<file path="config.mk">
export PLATFORM = sky130hd
export DESIGN_NAME = mult_div_ctrl_flat
export DESIGN_NICKNAME = d
export VERILOG_FILES = /design/src/rtl/mult_div_pkg.sv /design/src/rtl/mult_div_ctrl_if.sv /design/src/rtl/mult_div_special.sv /design/src/rtl/mult_div_ctrl.sv /design/src/flat_wrapper.sv
export SDC_FILE = /design/constraint.sdc
export NUM_CORES = 1
export LEC_CHECK = 0
export CAP_MARGIN = 20
export CORE_AREA = 2 2 131 133
export CTS_BUF_LIST = sky130_fd_sc_hd__clkbuf_8 sky130_fd_sc_hd__clkbuf_16
export CTS_CLUSTER_SIZE = 12
export DETAILED_ROUTE_END_ITERATION = 7
export DIE_AREA = 0 0 133 135
export PLACE_DENSITY = 0.73
export SETUP_SLACK_MARGIN = 0.02
export SLEW_MARGIN = 20
export SYNTH_ARGS = -nofsm -noshare
export SYNTH_HDL_FRONTEND = slang
export SYNTH_HIERARCHICAL = 1
export SYNTH_SLANG_ARGS = --single-unit
export TNS_END_PERCENT = 10
</file>
<file path="constraint.sdc">
create_clock -name clk -period 5.7 [get_ports clk]
set_input_delay 1.14 -clock clk [delete_from_list [all_inputs] [get_ports clk]]
set_output_delay 1.14 -clock clk [all_outputs]
set_load 0.01 [all_outputs]
</file>
<file path="src/rtl/mult_div_pkg.sv">
// Shared types and constants for the RV32M multiply/divide sequencer.
// RV32M funct3 decode, controller states and the divide special-case constants.
package mult_div_pkg;

    typedef enum logic [2:0] {
        F3_MUL    = 3'b000,
        F3_MULH   = 3'b001,
        F3_MULHSU = 3'b010,
        F3_MULHU  = 3'b011,
        F3_DIV    = 3'b100,
        F3_DIVU   = 3'b101,
        F3_REM    = 3'b110,
        F3_REMU   = 3'b111
    } funct3_e;

    typedef enum logic [2:0] {
        S_IDLE     = 3'd0,
        S_MUL_WAIT = 3'd1,
        S_DIV_WAIT = 3'd2,
        S_RESULT   = 3'd3,
        S_DRAIN    = 3'd4
    } state_e;

    // RISC-V mandated results: x/0 gives all ones, INT_MIN/-1 overflows back to INT_MIN.
    localparam logic [31:0] MULDIV_DIV0_QUOT = 32'hFFFF_FFFF;
    localparam logic [31:0] MULDIV_INT_MIN   = 32'h8000_0000;
    localparam logic [31:0] MULDIV_NEG_ONE   = 32'hFFFF_FFFF;

endpackage

</file>
<file path="src/rtl/mult_div_ctrl_if.sv">
// Bundle of RS, multiplier, divider and CDB signals around the mult/div sequencer.
// master is the sequencer side; slave is the surrounding pipeline and arithmetic units.
interface mult_div_ctrl_if #(
    parameter int TAG_W = 2
);

    logic             flush;
    logic             comp_issue;
    logic [31:0]      instr_in;
    logic [TAG_W-1:0] tag_dest_in;
    logic [31:0]      data_A_in;
    logic [31:0]      data_B_in;
    logic             resp;

    logic             mul_start;
    logic             mul_a_signed;
    logic             mul_b_signed;
    logic             mul_done;
    logic [63:0]      mul_product;

    logic             div_start;
    logic             div_signed;
    logic             div_done;
    logic [31:0]      div_quot;
    logic [31:0]      div_rem;

    logic [31:0]      op_a;
    logic [31:0]      op_b;

    logic             cdb_req;
    logic             cdb_gnt;
    logic             cdb_valid;
    logic [TAG_W-1:0] cdb_tag;
    logic [31:0]      cdb_data;

    modport master (
        input  flush, comp_issue, instr_in, tag_dest_in, data_A_in, data_B_in,
        input  mul_done, mul_product, div_done, div_quot, div_rem, cdb_gnt,
        output resp, mul_start, mul_a_signed, mul_b_signed, div_start, div_signed,
        output op_a, op_b, cdb_req, cdb_valid, cdb_tag, cdb_data
    );

    modport slave (
        output flush, comp_issue, instr_in, tag_dest_in, data_A_in, data_B_in,
        output mul_done, mul_product, div_done, div_quot, div_rem, cdb_gnt,
        input  resp, mul_start, mul_a_signed, mul_b_signed, div_start, div_signed,
        input  op_a, op_b, cdb_req, cdb_valid, cdb_tag, cdb_data
    );

endinterface

</file>
<file path="src/rtl/mult_div_special.sv">
// Divide special cases resolved without the divider: divide-by-zero and signed overflow.
// Purely combinational; only meaningful when funct3 selects a divide/remainder op.
module mult_div_special
    import mult_div_pkg::*;
(
    input  funct3_e     funct3_i,
    input  logic [31:0] a_i,
    input  logic [31:0] b_i,
    output logic        is_special_o,
    output logic [31:0] special_result_o
);

    logic div_op;
    logic rem_op;
    logic signed_op;
    logic div_by_zero;
    logic overflow;

    assign div_op      = funct3_i[2];
    assign rem_op      = funct3_i[1];
    assign signed_op   = !funct3_i[0];
    assign div_by_zero = div_op && (b_i == '0);
    assign overflow    = div_op && signed_op && (a_i == MULDIV_INT_MIN) && (b_i == MULDIV_NEG_ONE);

    always_comb begin
        is_special_o     = div_by_zero || overflow;
        special_result_o = '0;
        if (div_by_zero) begin
            special_result_o = rem_op ? a_i : MULDIV_DIV0_QUOT;
        end else if (overflow) begin
            special_result_o = rem_op ? '0 : a_i;
        end
    end

endmodule

</file>
<file path="src/rtl/mult_div_ctrl.sv">
// Sequencer between the mult/div reservation station and the multi-cycle mul/div units.
// One op in flight: decode, start the unit (or resolve locally), win the CDB, retire.
module mult_div_ctrl
    import mult_div_pkg::*;
#(
    parameter  int ROB_DEPTH = 4,
    localparam int TAG_W     = $clog2(ROB_DEPTH)
) (
    input logic             clk,
    input logic             rst,
    mult_div_ctrl_if.master bus
);

    state_e           state_q, state_d;
    funct3_e          funct3_q, funct3_d;
    funct3_e          funct3_in;
    logic [TAG_W-1:0] tag_q, tag_d;
    logic [31:0]      op_a_q, op_a_d;
    logic [31:0]      op_b_q, op_b_d;
    logic [31:0]      result_q, result_d;
    logic             start_q, start_d;
    logic             drain_div_q, drain_div_d;
    logic             mul_a_signed_q, mul_a_signed_d;
    logic             mul_b_signed_q, mul_b_signed_d;
    logic             div_signed_q, div_signed_d;
    logic             is_special;
    logic [31:0]      special_result;
    logic             cdb_req_w;
    logic             unused_instr_bits;

    assign funct3_in         = funct3_e'(bus.instr_in[14:12]);
    assign unused_instr_bits = ^{bus.instr_in[31:15], bus.instr_in[11:0]};

    mult_div_special u_special (
        .funct3_i         (funct3_in),
        .a_i              (bus.data_A_in),
        .b_i              (bus.data_B_in),
        .is_special_o     (is_special),
        .special_result_o (special_result)
    );

    always_comb begin
        // NOTE: every _d starts from its _q (or an explicit 0), so no branch below can infer a latch.
        state_d        = state_q;
        funct3_d       = funct3_q;
        tag_d          = tag_q;
        op_a_d         = op_a_q;
        op_b_d         = op_b_q;
        result_d       = result_q;
        start_d        = 1'b0;
        drain_div_d    = drain_div_q;
        mul_a_signed_d = mul_a_signed_q;
        mul_b_signed_d = mul_b_signed_q;
        div_signed_d   = div_signed_q;

        case (state_q)
            S_IDLE: begin
                if (bus.comp_issue && !bus.flush) begin
                    funct3_d       = funct3_in;
                    tag_d          = bus.tag_dest_in;
                    op_a_d         = bus.data_A_in;
                    op_b_d         = bus.data_B_in;
                    mul_a_signed_d = funct3_in inside {F3_MUL, F3_MULH, F3_MULHSU};
                    mul_b_signed_d = funct3_in inside {F3_MUL, F3_MULH};
                    div_signed_d   = funct3_in inside {F3_DIV, F3_REM};
                    if (!funct3_in[2]) begin
                        state_d = S_MUL_WAIT;
                        start_d = 1'b1;
                    end else if (is_special) begin
                        state_d  = S_RESULT;
                        result_d = special_result;
                    end else begin
                        state_d = S_DIV_WAIT;
                        start_d = 1'b1;
                    end
                end
            end
            // A flush during the start cycle means the unit never saw a start, so nothing to drain.
            S_MUL_WAIT: begin
                if (bus.flush) begin
                    state_d     = (start_q || bus.mul_done) ? S_IDLE : S_DRAIN;
                    drain_div_d = 1'b0;
                end else if (bus.mul_done) begin
                    result_d = (funct3_q == F3_MUL) ? bus.mul_product[31:0] : bus.mul_product[63:32];
                    state_d  = S_RESULT;
                end
            end
            S_DIV_WAIT: begin
                if (bus.flush) begin
                    state_d     = (start_q || bus.div_done) ? S_IDLE : S_DRAIN;
                    drain_div_d = 1'b1;
                end else if (bus.div_done) begin
                    result_d = funct3_q[1] ? bus.div_rem : bus.div_quot;
                    state_d  = S_RESULT;
                end
            end
            S_RESULT: begin
                if (bus.flush || bus.cdb_gnt) state_d = S_IDLE;
            end
            S_DRAIN: begin
                if (drain_div_q ? bus.div_done : bus.mul_done) state_d = S_IDLE;
            end
            default: state_d = S_IDLE;
        endcase
    end

    always_ff @(posedge clk) begin
        // NOTE: rst is synchronous, so it is tested inside the clocked block rather than in the sensitivity list.
        if (rst) begin
            state_q        <= S_IDLE;
            funct3_q       <= F3_MUL;
            tag_q          <= '0;
            op_a_q         <= '0;
            op_b_q         <= '0;
            result_q       <= '0;
            start_q        <= 1'b0;
            drain_div_q    <= 1'b0;
            mul_a_signed_q <= 1'b0;
            mul_b_signed_q <= 1'b0;
            div_signed_q   <= 1'b0;
        end else begin
            // NOTE: non-blocking assignments so every register updates from pre-edge values.
            state_q        <= state_d;
            funct3_q       <= funct3_d;
            tag_q          <= tag_d;
            op_a_q         <= op_a_d;
            op_b_q         <= op_b_d;
            result_q       <= result_d;
            start_q        <= start_d;
            drain_div_q    <= drain_div_d;
            mul_a_signed_q <= mul_a_signed_d;
            mul_b_signed_q <= mul_b_signed_d;
            div_signed_q   <= div_signed_d;
        end
    end

    // flush silences every request and pulse in the cycle it is asserted.
    assign cdb_req_w        = (state_q == S_RESULT) && !bus.flush;
    assign bus.cdb_req      = cdb_req_w;
    assign bus.cdb_valid    = cdb_req_w && bus.cdb_gnt;
    assign bus.resp         = cdb_req_w && bus.cdb_gnt;
    assign bus.mul_start    = start_q && (state_q == S_MUL_WAIT) && !bus.flush;
    assign bus.div_start    = start_q && (state_q == S_DIV_WAIT) && !bus.flush;
    assign bus.mul_a_signed = mul_a_signed_q;
    assign bus.mul_b_signed = mul_b_signed_q;
    assign bus.div_signed   = div_signed_q;
    assign bus.op_a         = op_a_q;
    assign bus.op_b         = op_b_q;
    assign bus.cdb_tag      = tag_q;
    assign bus.cdb_data     = result_q;

endmodule

</file>
<file path="src/flat_wrapper.sv">
// flat-port wrapper written by rule: the top's interface ports become plain ports
module mult_div_ctrl_flat import mult_div_pkg::*;
#(
    parameter  int ROB_DEPTH = 4,
    localparam int TAG_W     = $clog2(ROB_DEPTH)
)
  (clk, rst, bus_flush, bus_comp_issue, bus_instr_in, bus_tag_dest_in, bus_data_A_in, bus_data_B_in, bus_mul_done, bus_mul_product, bus_div_done, bus_div_quot, bus_div_rem, bus_cdb_gnt, bus_resp, bus_mul_start, bus_mul_a_signed, bus_mul_b_signed, bus_div_start, bus_div_signed, bus_op_a, bus_op_b, bus_cdb_req, bus_cdb_valid, bus_cdb_tag, bus_cdb_data);
  mult_div_ctrl_if #(.TAG_W(2)) bus_i ();
  input logic clk;
  input logic rst;
  input wire logic [$bits(bus_i.flush)-1:0] bus_flush;
  input wire logic [$bits(bus_i.comp_issue)-1:0] bus_comp_issue;
  input wire logic [$bits(bus_i.instr_in)-1:0] bus_instr_in;
  input wire logic [$bits(bus_i.tag_dest_in)-1:0] bus_tag_dest_in;
  input wire logic [$bits(bus_i.data_A_in)-1:0] bus_data_A_in;
  input wire logic [$bits(bus_i.data_B_in)-1:0] bus_data_B_in;
  input wire logic [$bits(bus_i.mul_done)-1:0] bus_mul_done;
  input wire logic [$bits(bus_i.mul_product)-1:0] bus_mul_product;
  input wire logic [$bits(bus_i.div_done)-1:0] bus_div_done;
  input wire logic [$bits(bus_i.div_quot)-1:0] bus_div_quot;
  input wire logic [$bits(bus_i.div_rem)-1:0] bus_div_rem;
  input wire logic [$bits(bus_i.cdb_gnt)-1:0] bus_cdb_gnt;
  output wire logic [$bits(bus_i.resp)-1:0] bus_resp;
  output wire logic [$bits(bus_i.mul_start)-1:0] bus_mul_start;
  output wire logic [$bits(bus_i.mul_a_signed)-1:0] bus_mul_a_signed;
  output wire logic [$bits(bus_i.mul_b_signed)-1:0] bus_mul_b_signed;
  output wire logic [$bits(bus_i.div_start)-1:0] bus_div_start;
  output wire logic [$bits(bus_i.div_signed)-1:0] bus_div_signed;
  output wire logic [$bits(bus_i.op_a)-1:0] bus_op_a;
  output wire logic [$bits(bus_i.op_b)-1:0] bus_op_b;
  output wire logic [$bits(bus_i.cdb_req)-1:0] bus_cdb_req;
  output wire logic [$bits(bus_i.cdb_valid)-1:0] bus_cdb_valid;
  output wire logic [$bits(bus_i.cdb_tag)-1:0] bus_cdb_tag;
  output wire logic [$bits(bus_i.cdb_data)-1:0] bus_cdb_data;
  assign bus_i.flush = bus_flush;
  assign bus_i.comp_issue = bus_comp_issue;
  assign bus_i.instr_in = bus_instr_in;
  assign bus_i.tag_dest_in = bus_tag_dest_in;
  assign bus_i.data_A_in = bus_data_A_in;
  assign bus_i.data_B_in = bus_data_B_in;
  assign bus_i.mul_done = bus_mul_done;
  assign bus_i.mul_product = bus_mul_product;
  assign bus_i.div_done = bus_div_done;
  assign bus_i.div_quot = bus_div_quot;
  assign bus_i.div_rem = bus_div_rem;
  assign bus_i.cdb_gnt = bus_cdb_gnt;
  assign bus_resp = bus_i.resp;
  assign bus_mul_start = bus_i.mul_start;
  assign bus_mul_a_signed = bus_i.mul_a_signed;
  assign bus_mul_b_signed = bus_i.mul_b_signed;
  assign bus_div_start = bus_i.div_start;
  assign bus_div_signed = bus_i.div_signed;
  assign bus_op_a = bus_i.op_a;
  assign bus_op_b = bus_i.op_b;
  assign bus_cdb_req = bus_i.cdb_req;
  assign bus_cdb_valid = bus_i.cdb_valid;
  assign bus_cdb_tag = bus_i.cdb_tag;
  assign bus_cdb_data = bus_i.cdb_data;
  mult_div_ctrl #(.ROB_DEPTH(ROB_DEPTH)) u_core (.clk(clk), .rst(rst), .bus(bus_i));
endmodule
</file>
# ---- Word level (Yosys, flattened, before mapping)
# Cells that the tools add are included.
dict set report totals {
  reg_bits 109
  word_cells 99
}
dict set report op_classes {
  eq_ne 23
  n_mux 32
  n_bitwise 2
  reduce_logical 31
}
# operator n
set ops {}
lappend ops {{$mux W32} 13}
lappend ops {{$pmux W32 S3} 1}
lappend ops {{$eq A32 B32 Y1 const B} 2}
lappend ops {{$logic_not A32 Y1} 1}
lappend ops {{$mux W3} 10}
lappend ops {{$pmux W3 S5} 1}
lappend ops {{$ne A2 B2 Y1 const B} 7}
lappend ops {{$logic_and A1 B1 Y1} 11}
lappend ops {{$eq A3 B2 Y1 const B} 3}
lappend ops {{$eq A3 B3 Y1 const B} 3}
lappend ops {{$logic_not A3 Y1} 3}
lappend ops {{$ne A2 B1 Y1 const B} 4}
lappend ops {{$reduce_and A8 Y1} 1}
lappend ops {{$eq A3 B1 Y1 const B} 2}
lappend ops {{$mux W1} 6}
lappend ops {{$ne A3 B3 Y1 const B} 2}
lappend ops {{$reduce_bool A2 Y1} 3}
lappend ops {{$reduce_bool A3 Y1} 2}
lappend ops {{$reduce_and A5 Y1} 1}
lappend ops {{$logic_or A1 B1 Y1} 4}
lappend ops {{$reduce_and A3 Y1} 1}
lappend ops {{$reduce_or A3 Y1} 1}
lappend ops {{$logic_not A1 Y1} 2}
lappend ops {{$not A1 Y1} 2}
lappend ops {{other kinds (2)} 2}

# ---- Longest topological paths before layout
# Gate-level depths: netlist (run 1).
dict set report logic_depth {
  word_depth 10
  mapped_depth 9
  ltp_nobuf 8
}

# ---- Modules after synthesis
# The synthesis (run 1) kept the hierarchy.
# module instances cells_each area_per_inst_um2 seq_area_each_um2
set by_module_without_submodules {}
lappend by_module_without_submodules {mult_div_ctrl 1 588 5071.1 2182.1}
lappend by_module_without_submodules {mult_div_special 1 78 545.5 0.0}

# ---- Worst setup path after synthesis (run 1)
# Ideal clock, no wire load.
dict set report synth_path {
  kind {in2out}
  start {input port bus_flush}
  end {output port bus_resp}
  arrival_ps 1955
  required_ps 4560
  setup_slack_ps 2605
  stages 5
  n_path_buf 1
  cell_sequence {nor2_1 nand3_1 inv_1 and2_1 buf_4}
}
dict set report synth_via {
  elab_chain_len 3
}
# item line_no
set synth_rtl {}
lappend synth_rtl {{from (decl)} flat_wrapper.sv:11} ;# input wire logic [$bits(bus_i.flush)-1:0] bus_flush;
lappend synth_rtl {{$logic_not A1 Y1} mult_div_ctrl.sv:138} ;# assign cdb_req_w = (state_q == S_RESULT) && !bus.flush;
lappend synth_rtl {{$logic_and A1 B1 Y1} mult_div_ctrl.sv:138}
lappend synth_rtl {{named net bus_cdb_req} flat_wrapper.sv:31} ;# output wire logic [$bits(bus_i.cdb_req)-1:0] bus_cdb_req;
lappend synth_rtl {{$logic_and A1 B1 Y1} -}
lappend synth_rtl {{to (decl)} flat_wrapper.sv:23} ;# output wire logic [$bits(bus_i.resp)-1:0] bus_resp;
# The timed path passes the listed nets, and every way through them passes these cells.

# ---- Worst setup path in the final report (run 1)
dict set report layout_path {
  start {input port bus_flush}
  end {output port bus_resp}
}
dict set report layout_via {
  elab_chain_len 3
}
# item line_no
set layout_rtl {}
lappend layout_rtl {{$logic_not A1 Y1} mult_div_ctrl.sv:138}
lappend layout_rtl {{$logic_and A1 B1 Y1} mult_div_ctrl.sv:138}
lappend layout_rtl {{$logic_and A1 B1 Y1} mult_div_ctrl.sv:141} ;# assign bus.resp = cdb_req_w && bus.cdb_gnt;
# Every way passes these cells.

==> results of run 1 <==
how the worst max path moves through the flow:
| stage | start | endpoint | depth (start not counted) | slack (ps) |
|---|---|---|---|---|
| floorplan | bus_flush | bus_resp | 5 | 2610 |
| global placement | bus_data_B_in[29] | u_core/bus.cdb_data[11] | 9 | 1320 |
| detailed placement | bus_data_B_in[29] | u_core/bus.cdb_data[5] | 9 | 1330 |
| CTS | bus_flush | bus_resp | 6 | 1450 |
| global route | bus_flush | bus_resp | 6 | 1310 |
| finish | bus_flush | bus_resp | 6 | 1440 |
cell usage in the layout, fill, tap and decap left out, types with 3 or more instances in the layout:
master / instances
clkbuf_16: 9
mux2_2: 34
dfxtp_1: 108
mux2i_1: 31
nand2b_1: 4
nand3_1: 3
or3_1: 4
nor2_1: 8
a21oi_1: 77
o21a_1: 30
o2bb2ai_1: 32
nor4_1: 13
clkdlybuf4s50_1: 308
buf_4: 11
nor3_1: 4
nand4_1: 10
nand2_1: 177
o221ai_1: 31
inv_1: 5
metrics by stage:
stage / setup WS [ps] / hold slack [ps] / instances / utilization / total power [uW]
after detailed placement: 1330 / 446 / 1149 / 0.536 / 2030
after global routing: 1310 / 467 / 1165 / 0.553 / 2780
after CTS: 1450 / 456 / 1165 / 0.553 / 2660
after global placement: 1320 / 438 / 1149 / 0.536 / 2030
final: 1440 / 455 / 1165 / 0.553 / 2640
after floorplan: 2610 / 469 / 666 / - / 1530
layer usage:
layer,vias up,global-route usage
li1,2953,-
met1,2794,0.312
met2,258,0.401
met3,29,0.0563
met4,0,0.0765
met5,-,0
synthesized netlist by cell type, drive strengths merged (2+ instances only):
master | n | share of area
a211oi | 2 | 0.0027
clkbuf | 26 | 0.017
o221ai | 31 | 0.048
mux2i | 31 | 0.055
nand2b | 5 | 0.0069
nor2b | 2 | 0.0022
o21a | 30 | 0.040
or3 | 4 | 0.0045
or2 | 2 | 0.0022
inv | 5 | 0.0033
dfxtp | 109 | 0.39
buf | 31 | 0.036
nand4 | 10 | 0.011
a2bb2oi | 2 | 0.0031
or4b | 2 | 0.0036
nor2 | 10 | 0.0067
o2bb2ai | 32 | 0.050
nor4 | 13 | 0.014
nor3b | 2 | 0.0027
nand2 | 177 | 0.12
mux2 | 34 | 0.068
nor3 | 5 | 0.0065
o21ai | 3 | 0.0027
a21oi | 77 | 0.069
nand3 | 4 | 0.0036
flip-flops by register name, summed over array words and instances (netlist names):
signal / flops
u_core/bus.mul_b_signed: 1
u_core/bus.op_b: 32
u_core/drain_div_q: 1
u_core/bus.cdb_data: 32
u_core/bus.mul_a_signed: 1
u_core/bus.div_signed: 1
u_core/state_q: 3
u_core/bus.op_a: 32
u_core/funct3_q: 3
u_core/bus.cdb_tag: 2
u_core/start_q: 1
cell type report:
cell class,instances,share of cell area
clock buffers,10,0.0263
inverters,5,0.00207
well taps,220,0.0303
repair buffers,320,0.349
flip-flops and latches,109,0.241
clock inverters,6,0.00510
multi-input cells,495,0.346
worst max-delay path, stage by stage:
cell	delay [ps]
clkdlybuf4s50_1	530
nor2_1	460
nand3_1	170
inv_1	130
and2_1	150
clkdlybuf4s50_1	530
power groups by stage:
stage                     logic (uW)  registers, uW  clock network (uW)
after floorplan                  522           1010                   0
after global placement          1040            986                   0
after detailed placement        1050            988                   0
after CTS                       1050            974                 635
after global routing            1130            990                 657
final                           1050            973                 616
cell families (layout without fill, tap and decap cells):
logic type | after synthesis | after routing | share of synthesized area
AOI/OAI and AO/OA | 185 | 185 | 0.236
and+or+nand+nor | 244 | 244 | 0.194
xor gates and xnor gates | 1 | 1 | 0.00156
muxes | 65 | 65 | 0.123
DFF | 109 | 109 | 0.389
buffers and inverters | 62 | 341 | 0.0566
==> metrics.txt, run 1 <==
FF-to-FF End u_core/bus.op_b[8]; Critical Path RT 4560 ps; Worst setup EP type primary output; ys flop type dfxtp_1; number of max-cap violations 0; met3 WL 1580 um; total grt overflow 0; Final nets 1173; ANT cells 0; Synth cell types 49; first-pass GRT wire length 33800 um; status complete, no violations; Yosys Warn Count 6; layout cells sized above 1 0.0804; Worst Tran Pin Value 1090 ps; maximum number of pins on one net before global-route repair 70; DR vias/cell 5.18; dpl hpwl 16500 um; Avg Inst Size Synth 8.43 um^2; DR vias 6034; Layout Skew 11.0 ps; Die X 133 um; hold path depth 2; uppermost layer routed met4; Setup Fix Bufs, Post-CTS 0; Max-Slew Margin vs Limit 0.273; hold_sp u_core/bus.op_b[15]; CTS buffer count 9; Area Growth Syn to Fin 61.6%; CTS root buf clkbuf_16; num ports 339; clock power share 0.234; die height 135 um; Cells after Synth 666; CP startpoint kind input pin; Yosys reg bits 109; Resized cells post-CTS 0; Initial Util 0.342; Fillers 1540; Final Max Slew Viols 0; wire per inst 18.9 um; fmax 0.235 GHz; Post-CTS Hold Buffers 0; vias in the first global route 5997; Pwr Density 290 nW/um^2; final setup vio count 0; initial antenna violation count 0; Multi-input gate area 3140 um^2; die area 18000 um^2; setup tns final 0 ps; Clock H-tree levels 3; CTS Sinks 109; maximum vdd drop 179 uV; Design Area, Final 9080 um^2; Placement Cell Area 8790 um^2; critical path peak fanout 6; logic gate share of total power 0.397; CTS tree built; kind of critical path in -> out; P_sw 886 uW; Met2 Wirelength 10500 um; clk buf depth 2; Post-synth EDFFs 0; min Tclk post-route 4260 ps; CP Data Arrival Time 3120 ps; number of port buffers 309; Crit Reg-Reg Startpoint u_core/state_q[2]; DRC Markers 0; gpl congestion 0.867; ys async rst share 0; cells on worst reg2reg path 5; Leak Pwr 0.00300 uW; cell-internal power 1750 uW; period utilization 0.747; worst-skew pair later-pin latency 350 ps; RSZ-0062 raised after global routing false; ANT nets after route 0; row cnt 47; syn_nets 899; final hold vios 0; sequential fraction of the synthesis area 0.389; sequential share of power 0.369; number of DRC markers in iteration 0 341; metal1 wirelength 9400 um; storage element area 2180 um^2; first-pass detailed-route iteration total 4; clk slew on worst S/H paths 80 ps; gr usage total 0.241; switching share of power 0.336; Routed WL 22000 um; Core Area 16400 um^2; Worst Hold Class reg -> reg; hold endpoint u_core/bus.op_b[15]; Synth Cell Area 5620 um^2; R2R setup slack 3140 ps
(Power assumes the default switching activity.)
==> run 2, diff against run 1 <==
--- a/config.mk
+++ b/config.mk
@@ -6,12 +6,13 @@
 export NUM_CORES = 1
 export LEC_CHECK = 0
 export CAP_MARGIN = 20
-export CORE_AREA = 2 2 131 133
+export CORE_ASPECT_RATIO = 0.75
+export CORE_MARGIN = 1
+export CORE_UTILIZATION = 34
 export CTS_BUF_LIST = sky130_fd_sc_hd__clkbuf_8 sky130_fd_sc_hd__clkbuf_16
 export CTS_CLUSTER_SIZE = 12
 export DETAILED_ROUTE_END_ITERATION = 7
-export DIE_AREA = 0 0 133 135
-export PLACE_DENSITY = 0.73
+export PLACE_DENSITY = 0.76
 export SETUP_SLACK_MARGIN = 0.02
 export SLEW_MARGIN = 20
 export SYNTH_ARGS = -nofsm -noshare
==> constraint.sdc (replaced) <==
create_clock -name clk -period 3.5 [get_ports clk]
set_input_delay 0.7 -clock clk [delete_from_list [all_inputs] [get_ports clk]]
set_output_delay 0.7 -clock clk [all_outputs]
set_load 0.01 [all_outputs]
==> run 2 against run 1 <==
Effect of this change:
- total power grew 63%
- largest power group unchanged
- critical path type unchanged
- highest routed layer unchanged
- clock-buffer cell count shrank 1
- die area shrank 5.1%
- combinational power grew 68%
- critical endpoint unchanged
==> metrics.txt, run 2 (synthesis gave the netlist of run 1 again) <==
status complete, no violations; CP Data Arrival Time 2480 ps; Layout Skew 6.49 ps; WHS 453 ps; Area Growth Syn to Fin 64.0%; DR vias 6145; post-layout util 0.573; RSZ-0062 raised after global routing false; CTS Sinks 109; switching share of power 0.337; fmax 0.315 GHz; uppermost layer routed met4; CP top delay family buffers and inverters; ANT cells 0; most used cell, CP clkdlybuf4s50_1; num ports 339; Core Area 16100 um^2; maximum number of pins on one net before global-route repair 74; critical path peak fanout 6; final hold vios 0; critical path, cell by cell clkdlybuf4s50_1, nor2_1, nand3_1, inv_1, and2_1, clkdlybuf4s50_1; Worst Hold Class reg -> reg; CP startpoint kind input pin; CTS buffer count 9; min Tclk post-route 3180 ps; first-pass detailed-route iteration total 5; logic gate share of total power 0.408; number of max-cap violations 0; Final nets 1187; Die X 150 um; slowest library cell on the worst path clkdlybuf4s50_1; Pwr Density 468 nW/um^2; final setup vio count 0; number of DRC markers in iteration 0 345; vias in the first global route 5849; Worst setup EP type primary output; gr usage total 0.250; Leak Pwr 0.00309 uW; ANT nets after route 0; period utilization 0.908; CTS tree built; die height 113 um; sequential share of power 0.363; Worst Tran Pin Value 759 ps; Initial Util 0.350; Multi-input gate area 3130 um^2; storage element area 2180 um^2; maximum vdd drop 270 uV; DRC Markers 0; DR vias/cell 5.26; dpl hpwl 16700 um; Post-CTS Hold Buffers 0; P_sw 1450 uW; Routed WL 21800 um; Resized cells post-CTS 0; number of port buffers 309; metal1 wirelength 9710 um; worst-skew pair later-pin latency 350 ps; met3 WL 1920 um; wire per inst 18.7 um; cell-internal power 2860 uW; Fillers 1476; Final Max Slew Viols 0; layout cells sized above 1 0.0929; initial antenna violation count 0; clock power share 0.229; clk slew on worst S/H paths 70 ps; critical path's largest stage delay 540 ps; clk buf depth 2; CTS root buf clkbuf_16; Setup Fix Bufs, Post-CTS 0; Met2 Wirelength 9820 um; die area 17000 um^2; setup tns final 0 ps; CP bufs+invs 3; most common cell after layout, fill and taps aside clkdlybuf4s50_1; Critical Path RT 2800 ps; commonest cells after routing, fill and taps aside 308 x clkdlybuf4s50_1, 177 x nand2_1, 108 x dfxtp_1; kind of critical path in -> out; Max-Slew Margin vs Limit 0.494; Clock H-tree levels 3; gpl congestion 0.859; total grt overflow 0; row cnt 40; first-pass GRT wire length 32600 um
## run 2: tightest hold or removal path, delay by kind of cell, from the launching register on
kind / cells / cell delay [ps]
flip-flops: 1 / 310
AND/OR/NAND/NOR: 1 / 50
AO/OA/AOI/OAI: 1 / 50
## run 2: area by class of cell
type / instances / area share
inverter: 5 / 0.00204
sequential: 109 / 0.237
clock inverter: 6 / 0.00530
clock buffer: 9 / 0.0245
multi-input combinational: 495 / 0.340
timing repair buffer: 334 / 0.362
tap: 210 / 0.0285
## run 2: power groups by stage
stage          logic [uW]  registers (uW)  clock network [uW]
6_report             1760            1560                 988
2_1_floorplan         850            1640                   0
5_1_grt              1890            1590                1060
3_3_place_gp         1740            1580                   0
4_1_cts              1760            1560                1010
3_5_place_dp         1760            1590                   0
## run 2: per-layer routing
| layer | up-vias | track usage |
|---|---|---|
| met1 | 2858 | 0.338 |
| li1 | 2981 | - |
| met3 | 22 | 0.0641 |
| met5 | - | 0 |
| met2 | 284 | 0.394 |
| met4 | 0 | 0.0653 |
## run 2: final timing paths
check,startpoint,endpoint,slack [ps],cells past startpoint
max,bus_flush,bus_resp,320,6
min,u_core/bus.op_a[0],u_core/bus.op_a[0],450,2
max reg2reg,u_core/funct3_q[2],u_core/bus.cdb_data[21],1500,5
min reg2reg,u_core/bus.op_a[0],u_core/bus.op_a[0],450,2
## run 2: metrics by stage
| stage | cell area, um^2 | std cells | total power (uW) | worst slack [ps] |
|---|---|---|---|---|
| 3_5_place_dp | 8940 | 1153 | 3350 | 43.3 |
| 3_3_place_gp | 8940 | 1153 | 3330 | 111 |
| 4_1_cts | 9210 | 1168 | 4330 | 325 |
| 5_1_grt | 9210 | 1168 | 4530 | 219 |
| 6_report | 9210 | 1168 | 4310 | 323 |
| 2_1_floorplan | 5620 | 666 | 2490 | 853 |
==> run 3, diff against run 2 <==
--- a/config.mk
+++ b/config.mk
@@ -5,7 +5,6 @@
 export SDC_FILE = /design/constraint.sdc
 export NUM_CORES = 1
 export LEC_CHECK = 0
-export CAP_MARGIN = 20
 export CORE_ASPECT_RATIO = 0.75
 export CORE_MARGIN = 1
 export CORE_UTILIZATION = 34
==> results of run 3 <==
No change in the layout: final DEF, timing and power equal those of run 2.
